File: config.mk
export PLATFORM = sky130hd
export DESIGN_NAME = zynq_dpr_sequencer
export DESIGN_NICKNAME = d
export VERILOG_FILES = /design/src/rtl/zynq_dpr_pkg.sv /design/src/rtl/zynq_dpr_sequencer_icap_if.sv /design/src/rtl/zynq_dpr_sequencer.sv
export SDC_FILE = /design/constraint.sdc
export NUM_CORES = 1
export LEC_CHECK = 0
export CORE_ASPECT_RATIO = 1.75
export CORE_MARGIN = 8
export CORE_UTILIZATION = 45
export DETAILED_ROUTE_END_ITERATION = 7
export PLACE_DENSITY = 0.75
export SLEW_MARGIN = 20
export SYNTH_ARGS = -nofsm -noshare
export SYNTH_HDL_FRONTEND = slang
export SYNTH_SLANG_ARGS = --single-unit
export TNS_END_PERCENT = 20
File: constraint.sdc
create_clock -name clk_500mhz -period 3.55 [get_ports clk_500mhz]
set_input_delay 0.355 -clock clk_500mhz [delete_from_list [all_inputs] [get_ports clk_500mhz]]
set_output_delay 0.355 -clock clk_500mhz [all_outputs]
set_load 0.02 [all_outputs]
File: src/rtl/zynq_dpr_pkg.sv
`default_nettype none
// ============================================================================
// Module   : zynq_dpr_pkg
// Purpose  : Shared types and constants for the DPR sequencer: FSM state
//            encoding, ICAP sync/desync command words, error codes and
//            helpers for counter sizing and per-byte bit reversal.
// Ports    : none (package)
// Revision : 1.0 - initial release
// ============================================================================
package zynq_dpr_pkg;

  typedef enum logic [2:0] {
    S_IDLE   = 3'd0,
    S_SYNC   = 3'd1,
    S_STREAM = 3'd2,
    S_DESYNC = 3'd3,
    S_FINISH = 3'd4
  } dpr_state_e;

  // Index 0 is written first. The sync preamble has only three words; the
  // fourth slot pads the array to a power of two and is never selected.
  localparam logic [0:3][31:0] c_SYNC_WORDS = {
    32'hFFFF_FFFF, 32'hAA99_5566, 32'h2000_0000, 32'h0000_0000
  };

  localparam logic [0:3][31:0] c_DESYNC_WORDS = {
    32'h3000_8001, 32'h0000_000D, 32'h2000_0000, 32'h2000_0000
  };

  localparam logic [1:0] c_ERR_NONE    = 2'b00;
  localparam logic [1:0] c_ERR_STALL   = 2'b01;
  localparam logic [1:0] c_ERR_OVERLEN = 2'b10;

  // Width needed to hold a payload word count from 0 up to max_words.
  function automatic int words_width(input int max_words);
    return $clog2(max_words + 1);
  endfunction

  // Reverse the bit order inside each byte, leaving byte order untouched.
  function automatic logic [31:0] swap_byte_bits(input logic [31:0] w);
    logic [31:0] r;
    r = '0;
    for (int b = 0; b < 4; b++) begin
      for (int i = 0; i < 8; i++) begin
        r[8*b + i] = w[8*b + 7 - i];
      end
    end
    return r;
  endfunction

endpackage
`default_nettype wire

File: src/rtl/zynq_dpr_sequencer_icap_if.sv
`default_nettype none
// ============================================================================
// Module   : zynq_icap_if
// Purpose  : Output register stage for the ICAP primitive. Selects either a
//            command constant or a payload word, optionally reverses the bits
//            of each byte, and registers chip-select and data.
// Ports    : clk, rst          - clock, synchronous active-high reset
//            i_en              - write a word to ICAP next cycle
//            i_sel_payload     - 1 selects i_payload, 0 selects i_const_word
//            i_const_word      - sync/desync command word
//            i_payload         - bitstream payload word
//            o_icap_csib       - registered chip select, active-low
//            o_icap_rdwrb      - direction, constant write (0)
//            o_icap_i          - registered write data
// Revision : 1.0 - initial release
// ============================================================================
module zynq_icap_if
  import zynq_dpr_pkg::*;
#(
  parameter int SWAP_BITS = 1
) (
  input  logic        clk,
  input  logic        rst,
  input  logic        i_en,
  input  logic        i_sel_payload,
  input  logic [31:0] i_const_word,
  input  logic [31:0] i_payload,
  output logic        o_icap_csib,
  output logic        o_icap_rdwrb,
  output logic [31:0] o_icap_i
);

  logic [31:0] w_word;
  logic [31:0] w_word_out;
  logic        r_csib;
  logic [31:0] r_data;

  assign w_word = i_sel_payload ? i_payload : i_const_word;

  generate
    if (SWAP_BITS != 0) begin : g_swap
      assign w_word_out = swap_byte_bits(w_word);
    end else begin : g_pass
      assign w_word_out = w_word;
    end
  endgenerate

  // Data holds its last value while deselected; only csib marks validity.
  always_ff @(posedge clk) begin
    if (rst) begin
      r_csib <= 1'b1;
      r_data <= 32'h0;
    end else begin
      r_csib <= ~i_en;
      if (i_en) begin
        r_data <= w_word_out;
      end
    end
  end

  assign o_icap_csib  = r_csib;
  assign o_icap_rdwrb = 1'b0;
  assign o_icap_i     = r_data;

endmodule
`default_nettype wire

File: src/rtl/zynq_dpr_sequencer.sv
`default_nettype none
// ============================================================================
// Module   : zynq_dpr_sequencer
// Purpose  : Runs one partial reconfiguration through ICAP per rising edge of
//            dpr_start: sync preamble, streamed payload, desync postamble,
//            then a done or error pulse. Aborts the payload on a stalled
//            source or on a bitstream longer than MAX_WORDS.
// Ports    : clk_500mhz, rst      - clock, synchronous active-high reset
//            dpr_start            - reconfiguration request (edge-triggered)
//            bs_valid/bs_data/
//            bs_last/bs_ready     - payload word stream (valid/ready)
//            icap_csib/icap_rdwrb/
//            icap_i               - ICAP primitive write interface
//            dpr_busy/dpr_done/
//            dpr_error            - run status
//            err_code             - 00 none, 01 stall, 10 overlength
//            words_written        - payload words written in this/last run
// Revision : 1.0 - initial release
// ============================================================================
module zynq_dpr_sequencer
  import zynq_dpr_pkg::*;
#(
  parameter int MAX_WORDS    = 65536,
  parameter int STALL_CYCLES = 4096,
  parameter int SWAP_BITS    = 1
) (
  input  logic        clk_500mhz,
  input  logic        rst,
  input  logic        dpr_start,
  input  logic        bs_valid,
  input  logic [31:0] bs_data,
  input  logic        bs_last,
  output logic        bs_ready,
  output logic        icap_csib,
  output logic        icap_rdwrb,
  output logic [31:0] icap_i,
  output logic        dpr_busy,
  output logic        dpr_done,
  output logic        dpr_error,
  output logic [1:0]  err_code,
  output logic [16:0] words_written
);

  localparam int c_WW = words_width(MAX_WORDS);
  localparam int c_SW = $clog2(STALL_CYCLES + 1);
  localparam logic [c_WW-1:0] c_MAX_W     = c_WW'(MAX_WORDS);
  localparam logic [c_SW-1:0] c_STALL_LIM = c_SW'(STALL_CYCLES);

  localparam logic [2:0] c_IDLE   = S_IDLE;
  localparam logic [2:0] c_SYNC   = S_SYNC;
  localparam logic [2:0] c_STREAM = S_STREAM;
  localparam logic [2:0] c_DESYNC = S_DESYNC;
  localparam logic [2:0] c_FINISH = S_FINISH;

  logic [2:0]      r_state;
  logic [1:0]      r_idx;
  logic            r_start_d;
  logic [c_SW-1:0] r_stall;
  logic [c_WW-1:0] r_words;
  logic [1:0]      r_err;
  logic            r_busy;
  logic            r_done;
  logic            r_error;
  logic            r_ready;

  logic            w_start_edge;
  logic            w_xfer;
  logic [c_WW-1:0] w_words_inc;
  logic [c_SW-1:0] w_stall_inc;
  logic            w_icap_en;
  logic            w_sel_payload;
  logic [31:0]     w_const_word;

  assign w_start_edge = dpr_start & ~r_start_d;
  assign w_xfer       = (r_state == c_STREAM) & bs_valid & r_ready;
  assign w_words_inc  = (r_words == c_MAX_W) ? r_words : r_words + c_WW'(1);
  assign w_stall_inc  = r_stall + c_SW'(1);

  always_ff @(posedge clk_500mhz) begin
    if (rst) begin
      r_state   <= c_IDLE;
      r_idx     <= 2'd0;
      r_start_d <= 1'b0;
      r_stall   <= '0;
      r_words   <= '0;
      r_err     <= c_ERR_NONE;
      r_busy    <= 1'b0;
      r_done    <= 1'b0;
      r_error   <= 1'b0;
      r_ready   <= 1'b0;
    end else begin
      r_start_d <= dpr_start;
      r_done    <= 1'b0;
      r_error   <= 1'b0;
      case (r_state)
        c_IDLE: begin
          if (w_start_edge) begin
            r_state <= c_SYNC;
            r_idx   <= 2'd0;
            r_busy  <= 1'b1;
            r_err   <= c_ERR_NONE;
            r_words <= '0;
            r_stall <= '0;
          end
        end
        c_SYNC: begin
          if (r_idx == 2'd2) begin
            r_state <= c_STREAM;
            r_idx   <= 2'd0;
            r_ready <= 1'b1;
          end else begin
            r_idx <= r_idx + 2'd1;
          end
        end
        c_STREAM: begin
          if (w_xfer) begin
            r_words <= w_words_inc;
            r_stall <= '0;
            // bs_last is tested first so a last flag on exactly the
            // MAX_WORDS-th word still completes normally.
            if (bs_last) begin
              r_state <= c_DESYNC;
              r_ready <= 1'b0;
            end else if (w_words_inc == c_MAX_W) begin
              r_state <= c_DESYNC;
              r_ready <= 1'b0;
              r_err   <= c_ERR_OVERLEN;
            end
          end else begin
            r_stall <= w_stall_inc;
            if (w_stall_inc == c_STALL_LIM) begin
              r_state <= c_DESYNC;
              r_ready <= 1'b0;
              r_err   <= c_ERR_STALL;
            end
          end
        end
        c_DESYNC: begin
          if (r_idx == 2'd3) begin
            r_state <= c_FINISH;
            r_idx   <= 2'd0;
          end else begin
            r_idx <= r_idx + 2'd1;
          end
        end
        c_FINISH: begin
          // Status lands together with the first deselected ICAP cycle,
          // i.e. right after the last desync word leaves the output stage.
          r_state <= c_IDLE;
          r_busy  <= 1'b0;
          r_done  <= (r_err == c_ERR_NONE);
          r_error <= (r_err != c_ERR_NONE);
        end
        default: begin
          r_state <= c_IDLE;
        end
      endcase
    end
  end

  assign w_icap_en     = (r_state == c_SYNC) | (r_state == c_DESYNC) | w_xfer;
  assign w_sel_payload = (r_state == c_STREAM);
  assign w_const_word  = (r_state == c_SYNC) ? c_SYNC_WORDS[r_idx]
                                             : c_DESYNC_WORDS[r_idx];

  zynq_icap_if #(
    .SWAP_BITS (SWAP_BITS)
  ) u_icap_if (
    .clk           (clk_500mhz),
    .rst           (rst),
    .i_en          (w_icap_en),
    .i_sel_payload (w_sel_payload),
    .i_const_word  (w_const_word),
    .i_payload     (bs_data),
    .o_icap_csib   (icap_csib),
    .o_icap_rdwrb  (icap_rdwrb),
    .o_icap_i      (icap_i)
  );

  assign bs_ready      = r_ready;
  assign dpr_busy      = r_busy;
  assign dpr_done      = r_done;
  assign dpr_error     = r_error;
  assign err_code      = r_err;
  assign words_written = 17'(r_words);

endmodule
`default_nettype wire

==> results.txt, run 1 <==
CTS resizes: 0
initial antenna violation count: 0
setup violators final: 0
leakage power: 1.841 nW
n_diodes: 0
CP top delay family: compound AO/OA/AOI/OAI gates
worst path required time: 3.80 ns
vias in the first global route: 3,949
Fillers: 742
critical path type: flop to flop
RSZ-0062 raised after global routing: no
footprint of the multi-input gates: 2210 um2
Ports: 94
leading cell types in the layout, fill and taps excluded: 91 x clkdlybuf4s50_1, 79 x nor2_1, 75 x dfxtp_1
largest net degree at the start of global routing: 60
CTS Buf Count: 9
die height: 139.9 um
worst setup margin: 0.7831 ns
Ys Warns: 0
Max Buffers Root-to-Sink: 2
CTS Root Cell: clkbuf_16
Final Util: 0.5961
Detail Route Antenna Nets: 0
setup_tns: 0 ns
Yosys reg bits: 75
Synth cell types: 66
leading cell type in the layout, fill and taps excluded: clkdlybuf4s50_1
Post-Place Setup Slack: 0.8061 ns
drt initial violations: 244
Worst IR Drop VDD: 0.3118 mV
crit share post-route: 0.7794
WL per Instance: 16.31 um
H-tree Lvls: 3
crit path buf inv count: 0
initial core utilization: 0.4584
total grt overflow: 0
fmax: 361.4 MHz
DR vias: 3,982
dpl hpwl: 8096 um
sequential cell area: 1501 um2
routability cong.: 0.9143
clk_lat worst skew: 0.33 ns
maxcap violations: 0
min cycle time layout: 2.767 ns
ratio of cells with drive above 1 in the final layout: 0.06586
post-synthesis cell area: 3949 um2
area grow syn2layout: 30.04%
via/cell ratio: 5.738
clock skew: 0.005358 ns
Residual DRC: 0
area of the die: 12,150 um2
crit path DAT: 3.02 ns
Core Footprint: 8615 um2
Top FF cell, synth: dfxtp_1
PD cells: 433.4 nW/um2
Port-buffer cells: 92
Gate Count Post-Synth: 501
Setup crit end kind: flop
Post-CTS Setup Inserts: 0
async set or reset register ratio after synthesis: 0
Slew Viols, Final: 0
Syn Nets: 549
All-Layer GR Usage: 0.1898
Seq/Total Area, Yosys: 0.3802
TritonCTS clock tree: built
Fin. Hold Viols: 0
relative slew slack: 0.3803
hold_buf cts: 0
Startpoint Class: flop
Post-synth EDFFs: 0
final net count: 621
Critical Path Fanout Max: 8
Least-Margin Pin Slew: 0.9199 ns
first-pass GRT wire length: 18,660 um
DRT Pass-1 Iters: 5
synthesized area per cell: 7.882 um2
CTS sink count: 75
row count: 45
clock-pin slew on the worst setup and hold paths: 0.06 ns
CP cell instances: ha_1 > nand4_4 > or3_4 > or3b_1 > a2111o_1 > o21ai_1 > o2111ai_1 > a211oi_2
Worst path slowest cell: a2111o_1
Routed WL: 11,320 um
Hold WC Path Type: flop to flop
Worst path max stage delay: 0.46 ns
status: complete, no violations
Die X: 86.81 um
==> flip-flops by register name, summed over array words and instances, names as in the netlist <==
signal                 count
u_icap_if.o_icap_i        32
words_written             17
r_stall                   13
r_state                    3
err_code                   2
r_idx                      2
bs_ready                   1
dpr_busy                   1
dpr_done                   1
dpr_error                  1
r_start_d                  1
u_icap_if.o_icap_csib      1
==> cell usage after synthesis (8+ instances only) <==
library cell  instances  area [um2]
nor2_1               79       296.5
dfxtp_1              75        1501
a21oi_1              61       305.3
nor3_1               44       220.2
nand2_1              31       116.4
clkbuf_1             19       71.32
o21ai_0              18       90.09
nand3_1              15       75.07
a211oi_1             11       82.58
ha_1                 11       137.6
a311oi_1              8       70.07
inv_1                 8       30.03
==> cell families after synthesis <==
kind of cell | count (synthesis) | synth area share
buffers and inverters | 45 | 0.06020
AO/OA/AOI/OAI | 134 | 0.2145
multiplexers | 7 | 0.01838
adder cells (fa/ha/maj) | 11 | 0.03485
XOR/XNOR | 5 | 0.01109
flip-flops | 75 | 0.3802
other | 1 | 0.0009497
AND/OR/NAND/NOR | 223 | 0.2798
==> per-layer routing <==
metal / up-vias / share of wire / GRT usage
li1: 1951 / - / -
met4: 0 / 0.032 / 0.1032
met2: 171 / 0.49 / 0.3190
met5: - / 0 / 0
met1: 1827 / 0.38 / 0.1882
met3: 33 / 0.10 / 0.08553
==> final cells by class <==
type | instances | area share
clock inverter | 5 | 0.01072
tap | 117 | 0.02851
inverter | 8 | 0.005848
sequential | 75 | 0.2924
timing repair buffer | 98 | 0.1876
multi-input combinational | 381 | 0.4303
clock buffer | 10 | 0.04459
==> power by group <==
group	switching (mW)	internal [mW]	total, mW
sequential	0.0338	0.895	0.929
combinational	0.224	0.181	0.405
clock	0.354	0.538	0.892
==> per-stage QoR <==
step	total power [mW]	hold WS, ns	cell area [um2]	instances
after detailed placement	1.352	0.4709	4848	679
after floorplan	1.167	0.4832	3949	501
after CTS	2.239	0.4800	5132	694
final	2.225	0.4860	5135	694
after global placement	1.343	0.4663	4848	679
after global routing	2.318	0.5090	5135	694
==> final timing paths <==
path / from / cells after the start / to / slack (ns)
worst max-delay path: r_stall[0] / 8 / r_state[0] / 0.78
worst min-delay path: err_code[1] / 1 / dpr_done / 0.49
worst max register to register: r_stall[0] / 8 / r_state[0] / 0.78
worst min register to register: err_code[1] / 1 / dpr_done / 0.49
==> worst reg2reg max path, cell delays in order, from the launching register on <==
cell and delay (ns):
dfxtp_1 0.45, ha_1 0.34, nand4_4 0.13, or3_4 0.42, or3b_1 0.36, a2111o_1 0.46
o21ai_1 0.15, o2111ai_1 0.15, a211oi_2 0.23
(Power assumes the default switching activity.)
==> run 2, diff against run 1 <==
- PLACE_DENSITY: 0.75 -> 0.78
- clock period: 3.55 -> 2.5 ns (I/O delays scaled with it)
==> results.txt, run 2 (synthesis gave the netlist of run 1 again) <==
Critical Path End: err_code[0]
Pint: 2.334 mW (+45%)
Startpoint Class: flop
Core Footprint: 8615 um2 (unchanged)
min cycle time layout: 2.430 ns (-0.3366 ns)
vias in the first global route: 4,034 (+2.2%)
final net count: 637 (+2.6%)
Die X: 86.81 um (unchanged)
status: complete, no violations
setup_tns: 0 ns (unchanged)
Fillers: 720 (-3.0%)
setup violators final: 0 (unchanged)
max reg flops: 32 (unchanged)
total grt overflow: 0 (unchanged)
sequential cell area: 1509 um2 (+0.50%)
Switch Pwr: 0.8943 mW (+46%)
crit share post-route: 0.9721 (+0.1927)
DRT Pass-1 Iters: 5 (unchanged)
FF-to-FF Start: r_stall[1]
worst path required time: 2.72 ns (-1.08 ns)
largest net degree at the start of global routing: 40 (-33%)
reg2reg end: err_code[0]
Slew Viols, Final: 0 (unchanged)
hold_buf cts: 0 (unchanged)
footprint of the multi-input gates: 2263 um2 (+2.4%)
TritonCTS clock tree: built
switching portion of total power: 0.2770 (+0.002070)
Routed WL: 11,490 um (+1.5%)
WL per Instance: 16.16 um (-0.92%)
clk_lat worst skew: 0.34 ns (about the same)
routability cong.: 0.8626 (-5.7%)
Critical Path Fanout Max: 4 (-4)
Least-Margin Pin Slew: 0.8705 ns (-0.04943 ns)
CTS sink count: 75 (unchanged)
crit path DAT: 2.65 ns (-0.37 ns)
combinational share of power: 0.181 (about the same)
fmax: 411.5 MHz (+14%)
total design power: 3.228 mW (+45%)
area grow syn2layout: 35.42%
met1 wire length: 4440 um (+4.6%)
Residual DRC: 0 (unchanged)
worst reg2reg path depth: 8 (unchanged)
Setup crit end kind: flop
Max Buffers Root-to-Sink: 2 (unchanged)
top sig layer: met4
Final Util: 0.6208 (+0.02469)
Worst IR Drop VDD: 0.5886 mV (+89%)
H-tree Lvls: 3 (unchanged)
CTS Root Cell: clkbuf_16
Fin. Hold Viols: 0 (unchanged)
Clock Power Share: 0.411 (+0.010)
via/cell ratio: 5.751 (+0.23%)
first-pass GRT wire length: 18,930 um (+1.4%)
row count: 45 (unchanged)
All-Layer GR Usage: 0.1907 (+0.0009075)
met3 wire len: 968 um (-15%)
clock-pin slew on the worst setup and hold paths: 0.06 ns (about the same)
CTS Buf Count: 9 (unchanged)
n_diodes: 0 (unchanged)
Hold WC Path Type: input port to flop
reg-to-reg slack, setup: 0.07 ns (-0.71 ns)
critical path type: flop to flop
leakage power: 1.957 nW (+6.3%)
leading cell types in the layout, fill and taps excluded: 91 x clkdlybuf4s50_1, 79 x nor2_1, 69 x dfxtp_1
RSZ-0062 raised after global routing: no
leading cell type in the layout, fill and taps excluded: clkdlybuf4s50_1
relative slew slack: 0.4136 (+0.03330)
metal2 WL: 5802 um (+4.1%)
clock skew: 0.004352 ns (-0.001006 ns)
area of the die: 12,150 um2 (unchanged)
ratio of cells with drive above 1 in the final layout: 0.1145 (+0.04862)
die height: 139.9 um (unchanged)
Port-buffer cells: 92 (unchanged)
Critical Path Start: r_stall[1]
PD cells: 603.7 nW/um2 (+39%)
initial core utilization: 0.4584 (unchanged)
Reg power frac: 0.408 (-0.009)
maxcap violations: 0 (unchanged)
drt initial violations: 367 (+50%)
Ports: 94 (unchanged)
initial antenna violation count: 0 (unchanged)
Detail Route Antenna Nets: 0 (unchanged)
dpl hpwl: 8047 um (-0.60%)
DR vias: 4,089 (+2.7%)
[run 2: changes by cell type in the layout (fill, tap and decap cells not counted), moves of 2 or more]
cell | before | now
dfxtp_2 | 0 | 6
buf_4 | 7 | 21
a21oi_1 | 61 | 59
clkinv_4 | 0 | 2
a21oi_2 | 0 | 2
clkinv_2 | 2 | 0
dfxtp_1 | 75 | 69
[run 2: critical path, stage by stage, from the launching register on]
cell and delay, ns:
dfxtp_2 0.35, ha_4 0.17, nand4_4 0.11, or3_4 0.34
or3b_1 0.39, a2111o_1 0.49, o21ai_4 0.21, a22o_2 0.19
a211oi_2 0.06
[run 2: worst min path at each step]
stage / cells after the start / to / start
2_1_floorplan: 1 / r_start_d / dpr_start
3_3_place_gp: 2 / u_icap_if.o_icap_i[4] / u_icap_if.o_icap_i[4]
3_5_place_dp: 2 / u_icap_if.o_icap_i[7] / u_icap_if.o_icap_i[7]
4_1_cts: 2 / words_written[13] / rst
5_1_grt: 2 / words_written[13] / rst
6_report: 2 / words_written[13] / rst
[run 2: routing by layer]
metal / track usage / vias up
met5: 0 / -
met4: 0.09954 / 0
met3: 0.06971 / 27
met2: 0.3219 / 154
met1: 0.1993 / 1931
li1: - / 1977
[run 2: cell type report]
cell class | instances | share of cell area
clock inverter | 5 | 0.01170
sequential | 75 | 0.2822
tap | 117 | 0.02737
inverter | 8 | 0.005615
multi-input combinational | 381 | 0.4233
timing repair buffer | 114 | 0.2045
clock buffer | 11 | 0.04539
[run 2: power groups by stage]
stage	logic [mW]	registers, mW	clock network (mW)
floorplan	0.237	1.42	0
global placement	0.569	1.34	0
detailed placement	0.579	1.34	0
CTS	0.585	1.32	1.34
global route	0.638	1.33	1.39
finish	0.584	1.32	1.33
[run 2: timing repair]
action,in CTS,in global routing
resized for setup,1,13
setup endpoints to repair,1,3
gates cloned,0,0
setup buffers,0,1
pin swaps,2,11
[run 2: per-stage QoR]
step,instances,worst slack (ns),area [um2],hold slack (ns)
3_5_place_dp,694,0.01317,4986,0.4811
6_report,711,0.06969,5348,0.4537
3_3_place_gp,694,0.07108,4986,0.4755
2_1_floorplan,501,0.02324,3961,0.3782
4_1_cts,710,0.02721,5293,0.4464
5_1_grt,711,0.001037,5348,0.4902
